## config.mk

```make
export PLATFORM = sky130hd
export DESIGN_NAME = osc_sequencer_flat
export DESIGN_NICKNAME = d
export VERILOG_FILES = /design/src/rtl/osc_sequencer_if.sv /design/src/rtl/osc_sequencer.sv /design/src/flat_wrapper.sv
export SDC_FILE = /design/constraint.sdc
export NUM_CORES = 1
export LEC_CHECK = 0
export BUFFER_PORTS_ARGS = -buffer_cell sky130_fd_sc_hd__buf_2
export CORE_UTILIZATION = 45
export DETAILED_ROUTE_END_ITERATION = 6
export GPL_TIMING_DRIVEN = 0
export HOLD_SLACK_MARGIN = 0.02
export SLEW_MARGIN = 20
export SYNTH_ARGS = -nofsm -noshare
export SYNTH_HDL_FRONTEND = slang
export SYNTH_SLANG_ARGS = --single-unit
export TNS_END_PERCENT = 20
```

## constraint.sdc

```tcl
create_clock -name clk -period 3.2 [get_ports clk]
set_input_delay 0.64 -clock clk [delete_from_list [all_inputs] [get_ports clk]]
set_output_delay 0.64 -clock clk [all_outputs]
set_load 0.02 [all_outputs]
```

## src/rtl/osc_sequencer_if.sv

```systemverilog
// rtl/osc_sequencer_if.sv - note table write port shared by the controller and osc_sequencer
interface osc_sequencer_if #(
    parameter int DEPTH     = 16,
    parameter int LEN_WIDTH = 16
);
    logic                     wr_en;
    logic [$clog2(DEPTH)-1:0] wr_addr;
    logic [31:0]              wr_divisor;
    logic [7:0]               wr_duty;
    logic                     wr_waveform;
    logic [LEN_WIDTH-1:0]     wr_length;

    modport master (
        output wr_en, wr_addr, wr_divisor, wr_duty, wr_waveform, wr_length
    );

    modport slave (
        input wr_en, wr_addr, wr_divisor, wr_duty, wr_waveform, wr_length
    );
endinterface

```

## src/rtl/osc_sequencer.sv

```systemverilog
// rtl/osc_sequencer.sv - note table step sequencer driving one audio_oscillator voice
// Optional portamento build: define OSC_SEQ_GLIDE_EN.
module osc_sequencer #(
    parameter int DEPTH       = 16,
    parameter int LEN_WIDTH   = 16,
    parameter int GAP_SAMPLES = 0,
    parameter int GLIDE_SHIFT = 4
) (
    input  logic                     clk,
    input  logic                     reset_n,
    osc_sequencer_if.slave           wr,
    input  logic                     start,
    input  logic                     stop,
    input  logic                     loop_en,
    input  logic [$clog2(DEPTH)-1:0] last_index,
    input  logic                     sample_tick,
    output logic [31:0]              divisor,
    output logic [7:0]               duty,
    output logic                     waveform,
    output logic                     gate,
    output logic                     busy,
    output logic [$clog2(DEPTH)-1:0] step_index,
    output logic                     done
);
    localparam int AW = $clog2(DEPTH);
    localparam int GW = (GAP_SAMPLES > 1) ? $clog2(GAP_SAMPLES) : 1;
    localparam logic [GW-1:0] GAP_LAST = GW'((GAP_SAMPLES > 0) ? GAP_SAMPLES - 1 : 0);

    typedef enum logic [1:0] {
        S_IDLE,
        S_LOAD,
        S_PLAY,
        S_GAP
    } state_t;

    logic [31:0]          tbl_divisor [DEPTH];
    logic [7:0]           tbl_duty    [DEPTH];
    logic                 tbl_waveform[DEPTH];
    logic [LEN_WIDTH-1:0] tbl_length  [DEPTH];

    state_t               state_q,    state_d;
    logic [AW-1:0]        step_q,     step_d;
    logic [31:0]          divisor_q,  divisor_d;
    logic [7:0]           duty_q,     duty_d;
    logic                 wave_q,     wave_d;
    logic                 gate_q,     gate_d;
    logic                 done_q,     done_d;
    logic [LEN_WIDTH-1:0] cnt_q,      cnt_d;
    logic [LEN_WIDTH-1:0] len_q,      len_d;
    logic [GW-1:0]        gap_cnt_q,  gap_cnt_d;
    logic                 advance;
    logic                 seq_end;
    logic                 unused_ok;

`ifdef OSC_SEQ_GLIDE_EN
    logic [31:0]          target_q,   target_d;
    logic signed [32:0]   glide_diff;
    logic signed [32:0]   glide_step;
    logic signed [32:0]   glide_sum;
    logic [31:0]          glide_next;

    always_comb begin
        glide_diff = $signed({1'b0, target_q}) - $signed({1'b0, divisor_q});
        glide_step = glide_diff >>> GLIDE_SHIFT;
        // Shift rounds small differences to zero; force a unit step so the glide always lands.
        if (glide_step == 33'sd0 && glide_diff != 33'sd0) begin
            glide_step = glide_diff[32] ? -33'sd1 : 33'sd1;
        end
        glide_sum  = $signed({1'b0, divisor_q}) + glide_step;
        glide_next = glide_sum[31:0];
    end

    assign unused_ok = glide_sum[32];
`else
    assign unused_ok = ^GLIDE_SHIFT;
`endif

    // Table has no reset; entries are only meaningful once written.
    always_ff @(posedge clk) begin
        if (wr.wr_en) begin
            tbl_divisor[wr.wr_addr]  <= wr.wr_divisor;
            tbl_duty[wr.wr_addr]     <= wr.wr_duty;
            tbl_waveform[wr.wr_addr] <= wr.wr_waveform;
            tbl_length[wr.wr_addr]   <= wr.wr_length;
        end
    end

    always_ff @(posedge clk or negedge reset_n) begin
        if (!reset_n) begin
            state_q   <= S_IDLE;
            step_q    <= '0;
            divisor_q <= '0;
            duty_q    <= '0;
            wave_q    <= 1'b0;
            gate_q    <= 1'b0;
            done_q    <= 1'b0;
            cnt_q     <= '0;
            len_q     <= '0;
            gap_cnt_q <= '0;
`ifdef OSC_SEQ_GLIDE_EN
            target_q  <= '0;
`endif
        end else begin
            state_q   <= state_d;
            step_q    <= step_d;
            divisor_q <= divisor_d;
            duty_q    <= duty_d;
            wave_q    <= wave_d;
            gate_q    <= gate_d;
            done_q    <= done_d;
            cnt_q     <= cnt_d;
            len_q     <= len_d;
            gap_cnt_q <= gap_cnt_d;
`ifdef OSC_SEQ_GLIDE_EN
            target_q  <= target_d;
`endif
        end
    end

    always_comb begin
        state_d   = state_q;
        step_d    = step_q;
        divisor_d = divisor_q;
        duty_d    = duty_q;
        wave_d    = wave_q;
        gate_d    = gate_q;
        done_d    = 1'b0;
        cnt_d     = cnt_q;
        len_d     = len_q;
        gap_cnt_d = gap_cnt_q;
        advance   = 1'b0;
        seq_end   = 1'b0;
`ifdef OSC_SEQ_GLIDE_EN
        target_d  = target_q;
`endif

        case (state_q)
            S_IDLE: begin
                divisor_d = '0;
                gate_d    = 1'b0;
                if (start) begin
                    state_d = S_LOAD;
                    step_d  = '0;
                end
            end

            S_LOAD: begin
                if (tbl_length[step_q] == '0) begin
                    seq_end = 1'b1;
                end else begin
`ifdef OSC_SEQ_GLIDE_EN
                    target_d  = tbl_divisor[step_q];
                    // From silence there is nothing to glide from, so start on pitch.
                    divisor_d = (divisor_q == '0) ? tbl_divisor[step_q] : divisor_q;
`else
                    divisor_d = tbl_divisor[step_q];
`endif
                    duty_d    = tbl_duty[step_q];
                    wave_d    = tbl_waveform[step_q];
                    len_d     = tbl_length[step_q];
                    gate_d    = 1'b1;
                    cnt_d     = '0;
                    state_d   = S_PLAY;
                end
            end

            S_PLAY: begin
                if (sample_tick) begin
`ifdef OSC_SEQ_GLIDE_EN
                    divisor_d = glide_next;
`endif
                    if (cnt_q == len_q - LEN_WIDTH'(1)) begin
                        gate_d = 1'b0;
`ifndef OSC_SEQ_GLIDE_EN
                        divisor_d = '0;
`endif
                        if (GAP_SAMPLES > 0) begin
                            state_d   = S_GAP;
                            gap_cnt_d = '0;
                        end else begin
                            advance = 1'b1;
                        end
                    end else begin
                        cnt_d = cnt_q + LEN_WIDTH'(1);
                    end
                end
            end

            S_GAP: begin
                if (sample_tick) begin
                    if (gap_cnt_q == GAP_LAST) begin
                        advance = 1'b1;
                    end else begin
                        gap_cnt_d = gap_cnt_q + GW'(1);
                    end
                end
            end

            default: state_d = S_IDLE;
        endcase

        // last_index and loop_en are deliberately sampled here, at each advance.
        if (advance) begin
            if (step_q == last_index) begin
                seq_end = 1'b1;
            end else begin
                step_d  = step_q + AW'(1);
                state_d = S_LOAD;
            end
        end

        if (seq_end) begin
            if (loop_en) begin
                step_d  = '0;
                state_d = S_LOAD;
            end else begin
                done_d    = 1'b1;
                state_d   = S_IDLE;
                divisor_d = '0;
                gate_d    = 1'b0;
            end
        end

        if (stop) begin
            state_d   = S_IDLE;
            divisor_d = '0;
            gate_d    = 1'b0;
            done_d    = 1'b0;
        end
    end

    assign divisor    = divisor_q;
    assign duty       = duty_q;
    assign waveform   = wave_q;
    assign gate       = gate_q;
    assign busy       = (state_q != S_IDLE);
    assign step_index = step_q;
    assign done       = done_q;
endmodule
```

## src/flat_wrapper.sv

```systemverilog
// flat-port wrapper written by rule: the top's interface ports become plain ports
module osc_sequencer_flat 
#(
    parameter int DEPTH       = 16,
    parameter int LEN_WIDTH   = 16,
    parameter int GAP_SAMPLES = 0,
    parameter int GLIDE_SHIFT = 4
)
  (clk, reset_n, start, stop, loop_en, last_index, sample_tick, divisor, duty, waveform, gate, busy, step_index, done, wr_wr_en, wr_wr_addr, wr_wr_divisor, wr_wr_duty, wr_wr_waveform, wr_wr_length);
  osc_sequencer_if #(.DEPTH(DEPTH), .LEN_WIDTH(LEN_WIDTH)) wr_i ();
  input  logic clk;
  input  logic reset_n;
  input  logic start;
  input  logic stop;
  input  logic loop_en;
  input  logic [$clog2(DEPTH)-1:0] last_index;
  input  logic sample_tick;
  output logic [31:0] divisor;
  output logic [7:0] duty;
  output logic waveform;
  output logic gate;
  output logic busy;
  output logic [$clog2(DEPTH)-1:0] step_index;
  output logic done;
  input wire logic [$bits(wr_i.wr_en)-1:0] wr_wr_en;
  input wire logic [$bits(wr_i.wr_addr)-1:0] wr_wr_addr;
  input wire logic [$bits(wr_i.wr_divisor)-1:0] wr_wr_divisor;
  input wire logic [$bits(wr_i.wr_duty)-1:0] wr_wr_duty;
  input wire logic [$bits(wr_i.wr_waveform)-1:0] wr_wr_waveform;
  input wire logic [$bits(wr_i.wr_length)-1:0] wr_wr_length;
  assign wr_i.wr_en = wr_wr_en;
  assign wr_i.wr_addr = wr_wr_addr;
  assign wr_i.wr_divisor = wr_wr_divisor;
  assign wr_i.wr_duty = wr_wr_duty;
  assign wr_i.wr_waveform = wr_wr_waveform;
  assign wr_i.wr_length = wr_wr_length;
  osc_sequencer #(.DEPTH(DEPTH), .LEN_WIDTH(LEN_WIDTH), .GAP_SAMPLES(GAP_SAMPLES), .GLIDE_SHIFT(GLIDE_SHIFT)) u_core (.clk(clk), .reset_n(reset_n), .wr(wr_i), .start(start), .stop(stop), .loop_en(loop_en), .last_index(last_index), .sample_tick(sample_tick), .divisor(divisor), .duty(duty), .waveform(waveform), .gate(gate), .busy(busy), .step_index(step_index), .done(done));
endmodule
```

======== Yosys cells after proc, flatten, opt, wreduce, memory -nomap -nowiden ========
Memory sizes are Yosys's and may differ from the RTL's. A register that Yosys moved wholly into a read port is not among the register bits.
Index checks and enable logic that the tools add are counted.
word-level totals
  word-level logic and storage cells ...... 81
  input bits .............................. 72
  output and inout bits ................... 48
  bits in registers ....................... 73
  memory bits (writable) .................. 912
  memories ................................ 4
memories
  memory               depth  width  read ports  clocked after Yosys merged registers in  write ports  RTL line             RTL
  u_core.tbl_divisor   16     32     1           0                                        1            osc_sequencer.sv:36  logic [31:0] tbl_divisor [DEPTH];
  u_core.tbl_length    16     16     1           0                                        1            osc_sequencer.sv:39  logic [LEN_WIDTH-1:0] tbl_length [DEPTH];
  u_core.tbl_duty      16     8      1           1                                        1            osc_sequencer.sv:37  logic [7:0] tbl_duty [DEPTH];
  u_core.tbl_waveform  16     1      1           1                                        1            osc_sequencer.sv:38  logic tbl_waveform[DEPTH];
operators by class
  add/subtract/negate cells ............... 4
  reductions and logical operators ........ 9
  bitwise logic cells ..................... 1
  mux-type cells .......................... 47
  equal/unequal tests ..................... 8
operator list
  kind                                                  count
  two-way mux 32 bit                                    6
  case mux 32 bit (3 select lines)                      1
  two-way mux 16 bit                                    3
  case mux 16 bit (2 select lines)                      1
  two-way mux 4 bit                                     6
  two-way mux 1 bit                                     21
  adder 16 x 1 -> 16 bit (second input constant)        1
  equality test 16 bit                                  1
  logical NOT 16 bit                                    1
  subtractor 16 x 1 -> 16 bit (second input constant)   1
  two-way mux 2 bit                                     6
  != test 2 bit (second input constant)                 3
  adder 4 x 1 -> 4 bit (second input constant)          1
  equality test 2 bit (second input constant)           2
  equality test 4 bit                                   1
  case mux 2 bit (2 select lines)                       1
  AND reduction 2 bit                                   2
  AND reduction 4 bit                                   1
  nonzero test 2 bit                                    2
  case mux 1 bit (3 select lines)                       1
  equality test 2 x 1 -> 1 bit (second input constant)  1
  logical NOT 1 bit                                     2
  logical NOT 2 bit                                     1
  case mux 1 bit (2 select lines)                       1
  2 further kinds                                       2

======== Logic depth before layout (Yosys ltp) ========
  depth in word-level cells ............... 8
  gate-level depth with buffers ........... 12
  gate-level depth less buffers ........... 9

======== Least setup slack after synthesis ========
OpenSTA, ideal clock, no wires.
  path kind ............................... input -> register
  start ................................... input wr_wr_addr[3]
  end ..................................... memory u_core.tbl_divisor[0][0], enable pin
  stages on the path ...................... 2
  data required time ...................... 2.657 ns
  path slack .............................. -2.377 ns
  setup time .............................. 0.543 ns
  buffers on the path ..................... 0
  arrival time ............................ 5.034 ns
  cells stage by stage .................... or3b_2 -> nor3_1
RTL lines
  item         RTL line             RTL
  from (decl)  flat_wrapper.sv:26   input wire logic [$bits(wr_i.wr_addr)-1:0] wr_wr_addr;
  to (decl)    osc_sequencer.sv:36
No word-level cell before the write port.

======== Worst setup path in the final report ========
  start ................................... register u_core.step_q[0], in the netlist u_core.step_index[0]
  end ..................................... register u_core.state_q[0]
between the ends
  word-level cells in the longest chain between the ends .. 8
  elaborated cells on any way between the ends .. 13
  classes of those cells .................. 1 x eq/ne; 10 x mux; 1 x reduce/logical; 1 x memory
ends and longest elaborated chain
  item                                                                  RTL line              RTL
  from (decl)                                                           osc_sequencer.sv:42   logic [AW-1:0] step_q, step_d;
  from (signal assigned)                                                osc_sequencer.sv:105  step_q <= step_d;
  memory (16 x 16 bit)                                                  -
  logical NOT 16 bit                                                    osc_sequencer.sv:148  if (tbl_length[step_q] == '0) begin
  two-way mux 2 bit or two-way mux 1 bit (tied branches)                osc_sequencer.sv:148
  case mux 2 bit (2 select lines) or two-way mux 1 bit (tied branches)  osc_sequencer.sv:137  case (state_q)
  two-way mux 2 bit or two-way mux 1 bit (tied branches)                osc_sequencer.sv:204  if (step_q == last_index) begin
  two-way mux 2 bit or two-way mux 1 bit (tied branches)                osc_sequencer.sv:203  if (advance) begin
  two-way mux 2 bit *                                                   osc_sequencer.sv:212  if (seq_end) begin
  two-way mux 2 bit *                                                   osc_sequencer.sv:224  if (stop) begin
  named net u_core.state_d[0]                                           osc_sequencer.sv:41   state_t state_q, state_d;
  to (signal assigned)                                                  osc_sequencer.sv:104  state_q <= state_d;
  to (decl)                                                             osc_sequencer.sv:41
The timed path passes the listed nets; every way through them passes the cells marked *.
A chain may end at the register's enable or synchronous reset.

==> impl_metrics.tcl <==
set metrics [dict create \
    antenna_left 0 \
    max_cap_violations 0 \
    syn_nets 1905 \
    setup_viol 3 \
    drc 0 \
    htree_num_levels 3 \
    fmax_mhz 310 \
    synthTopCellsByCount "912 x edfxtp_1, 269 x mux4_2, 81 x dfrtp_1, 66 x clkbuf_1, 46 x nand3_1" \
    synth-async-reset-ratio_pct 8.16 \
    grt_pass1_wl_um 144000 \
    min_period_over_period_pct 101 \
    powerDensity_nw_per_um2 610 \
    top_usage_layer "met2" \
    p_leak_nw 15.0 \
    yosysWarningCount 0 \
    avgViaCountPerCell 6.02 \
    numCtsBuffers 97 \
    place_ws_ps -1740 \
    finalSetupTns_ps -34.8 \
    rows 107 \
    clkPwrFrac_pct 40.2 \
    fin_ws_ps -23.3 \
    violations "setup timing" \
    die-area_sq_um 87700 \
    hpwlAfterDp_um 65400 \
    gp_congestion 0.832 \
    hold_class "input port to register" \
    switching_share_pct 22.1 \
    ir_worst_vdd_v 0.000468 \
    ys_types 61 \
    antenna_found_initial 9 \
    worst_slew_pin_slew_ps 1050 \
    grt_pass1_vias 20830 \
    grt_max_degree 57 \
    cp_data_required_time_ps 3740 \
    coreArea_sq_um 85400 \
    area_growth_syn_to_layout_pct 20.3 \
    fin_nets 2231 \
    synth.top_cell.area_share_pct 70.3 \
    register_area_sq_um 29400 \
    finalClockSkew_ps 24.0 \
    slew_headroom_pct 29.4 \
    cts_root_buffer "clkbuf_16" \
    overflow 0 \
    dr.pass1.iters 6 \
    synth_area_sq_um 39000 \
    hold_violations 0 \
    drt_iter0_markers 2316 \
    avgRoutedWirePerCell_um 29.6 \
    fillers 6500 \
    maxSlewViolCount 0 \
    drive_gt1_share_pct 35.6 \
    finalCriticalPeriod_ps 3220 \
    yosys-top-cells-area "edfxtp_1 70%, mux4_2 16%, dfrtp_1 5.2%, o211ai_1 0.73%, nand3b_1 0.69%" \
    avgSynthCellArea_sq_um 21.3 \
    die_x_um 296 \
    utilization_pct 54.9 \
    p_sw_w 0.00633 \
    synth_cells 1830 \
    vias 20363 \
    met2_usage_pct 36.6 \
    cts_tree "built" \
    clkSlewWorstSetupHoldPaths_ps 60 \
    worst-setup-path-type "register to register" \
    synth_edf_count 912 \
    multi_input_area_sq_um 9420 \
    rsz0062_at_grt "true" \
    start_util_pct 45.6 \
    grt.met3_usage_pct 3.86 \
    ios 120 \
    synth-seq-cells 993 \
    clock_sinks 993 \
    die_y_um 296 \
    startpoint_type "register" \
    combPwrFrac_pct 8.0 \
    yosysMostFrequentCell "edfxtp_1" \
    insertion_delay_ps 640 \
    pwr-share-seq_pct 51.8 \
    ys.flop_type "edfxtp_1" \
    yosysTopAreaCell "edfxtp_1" \
    worstSetupEndpointType "register" \
    met1_usage_pct 34.0 \
    arrival_ps 3760 \
    outcome "finished, violations left" \
    port-buffer-count 119 \
    clk_path_buf_depth 3 \
    p_int_w 0.0223 \
    seq_area_frac_synth_pct 75.5 \
    wl_um 100000 \
    track_usage_pct 23.2 \
    p_total_w 0.0286 \
    crit_fanout 10 \
]
power by group through the flow:
stage	sequential [W]	clock, W	combinational, W
floorplan	0.0151	0	0.00120
global placement	0.0151	0	0.00195
detailed placement	0.0151	0	0.00210
CTS	0.0148	0.0117	0.00222
global route	0.0148	0.0121	0.00244
finish	0.0148	0.0115	0.00228
metal layers:
layer  vias up  routed length (um)
met5         -                  57
met1     10985               43000
li1       8430                   -
met2       798               48200
met3       142                6990
met4         8                2130
state kept, by name (all words and copies together) (netlist names):
signal	flops
u_core.tbl_waveform	16
u_core.gate	1
u_core.waveform	1
u_core.tbl_duty	128
u_core.len_q	16
u_core.divisor	32
u_core.cnt_q	16
u_core.tbl_divisor	512
u_core.step_index	4
u_core.duty	8
u_core.done	1
u_core.state_q	2
u_core.tbl_length	256
critical path, stage by stage, from the launching register on:
cell and delay, ps:
dfrtp_2 400, buf_12 180, buf_12 180, mux4_2 520
a22oi_1 190, nand2_2 140, nor4_4 290, buf_6 170
buf_4 130, nand4_4 180, o221ai_4 260, buf_12 170
buf_8 120, o21ba_1 140
cell families (layout without fill, tap and decap cells):
logic type | count (synthesis) | count (layout) | synth area share (%)
other | 0 | 2 | 0
flip-flops | 993 | 993 | 75.5
adder cells (fa/ha/maj) | 3 | 3 | 0.0964
XOR/XNOR | 21 | 21 | 0.472
AO/OA/AOI/OAI | 168 | 169 | 2.98
multiplexers | 294 | 294 | 16.3
buffers and inverters | 130 | 538 | 1.35
AND/OR/NAND/NOR | 221 | 221 | 3.32
path summary, 6_finish.rpt:
kind	from	end	slack, ps	cells after the start
worst max register to register	u_core.step_index[0]$_DFF_PN0_	u_core.state_q[0]$_DFF_PN0_	-20	13
worst max-delay path	u_core.step_index[0]$_DFF_PN0_	u_core.state_q[0]$_DFF_PN0_	-20	13
worst min-delay path	stop	u_core.state_q[1]$_DFF_PN0_	170	2
worst min register to register	u_core.duty[1]$_DFFE_PN0P_	u_core.duty[1]$_DFFE_PN0P_	500	1
min in group asynchronous	reset_n	u_core.len_q[15]$_DFFE_PN0P_	490	2
max in group asynchronous	reset_n	u_core.divisor[1]$_DFF_PN0_	2100	3
cell type report:
type	instances	area share, %
flip-flops and latches	993	62.8
multi-input cells	708	20.1
clock buffers	123	5.72
repair buffers	227	5.38
well taps	1144	3.05
plain buffers	110	1.66
clock inverters	59	1.17
inverters	19	0.152
diodes	2	0.0107
what timing repair did:
| item | CTS | global route |
|---|---|---|
| gates resized for setup | 155 | 41 |
| setup buffers | 22 | 9 |
| endpoints found under the setup margin | 81 | 73 |
| hold buffers | 1 | 0 |
| endpoints found under the hold margin | 25 | 0 |
| gates cloned | 3 | 1 |
| pin swaps | 13 | 7 |
cell usage in the layout (no fill, tap or decap), drive strengths merged, types with 22 or more instances in the layout:
master | synthesis | final
o211ai | 38 | 38
nand3b | 36 | 36
dfrtp | 81 | 81
edfxtp | 912 | 912
a22oi | 32 | 32
a21oi | 22 | 22
mux2 | 23 | 23
nand3 | 46 | 46
nor2 | 22 | 22
a31oi | 34 | 34
clkbuf | 66 | 194
mux4 | 269 | 269
clkinv | 1 | 47
nand2 | 37 | 37
buf | 45 | 263
metrics by stage:
step                area, sq um  cells  hold WS [ps]
finish                    46900   3385           171
global route              46900   3384           152
CTS                       46600   3373           137
detailed placement        42700   3166           496
global placement          41000   3093           492
floorplan                 39000   1830           344
No activity file was read; power rests on OpenSTA's default activity.
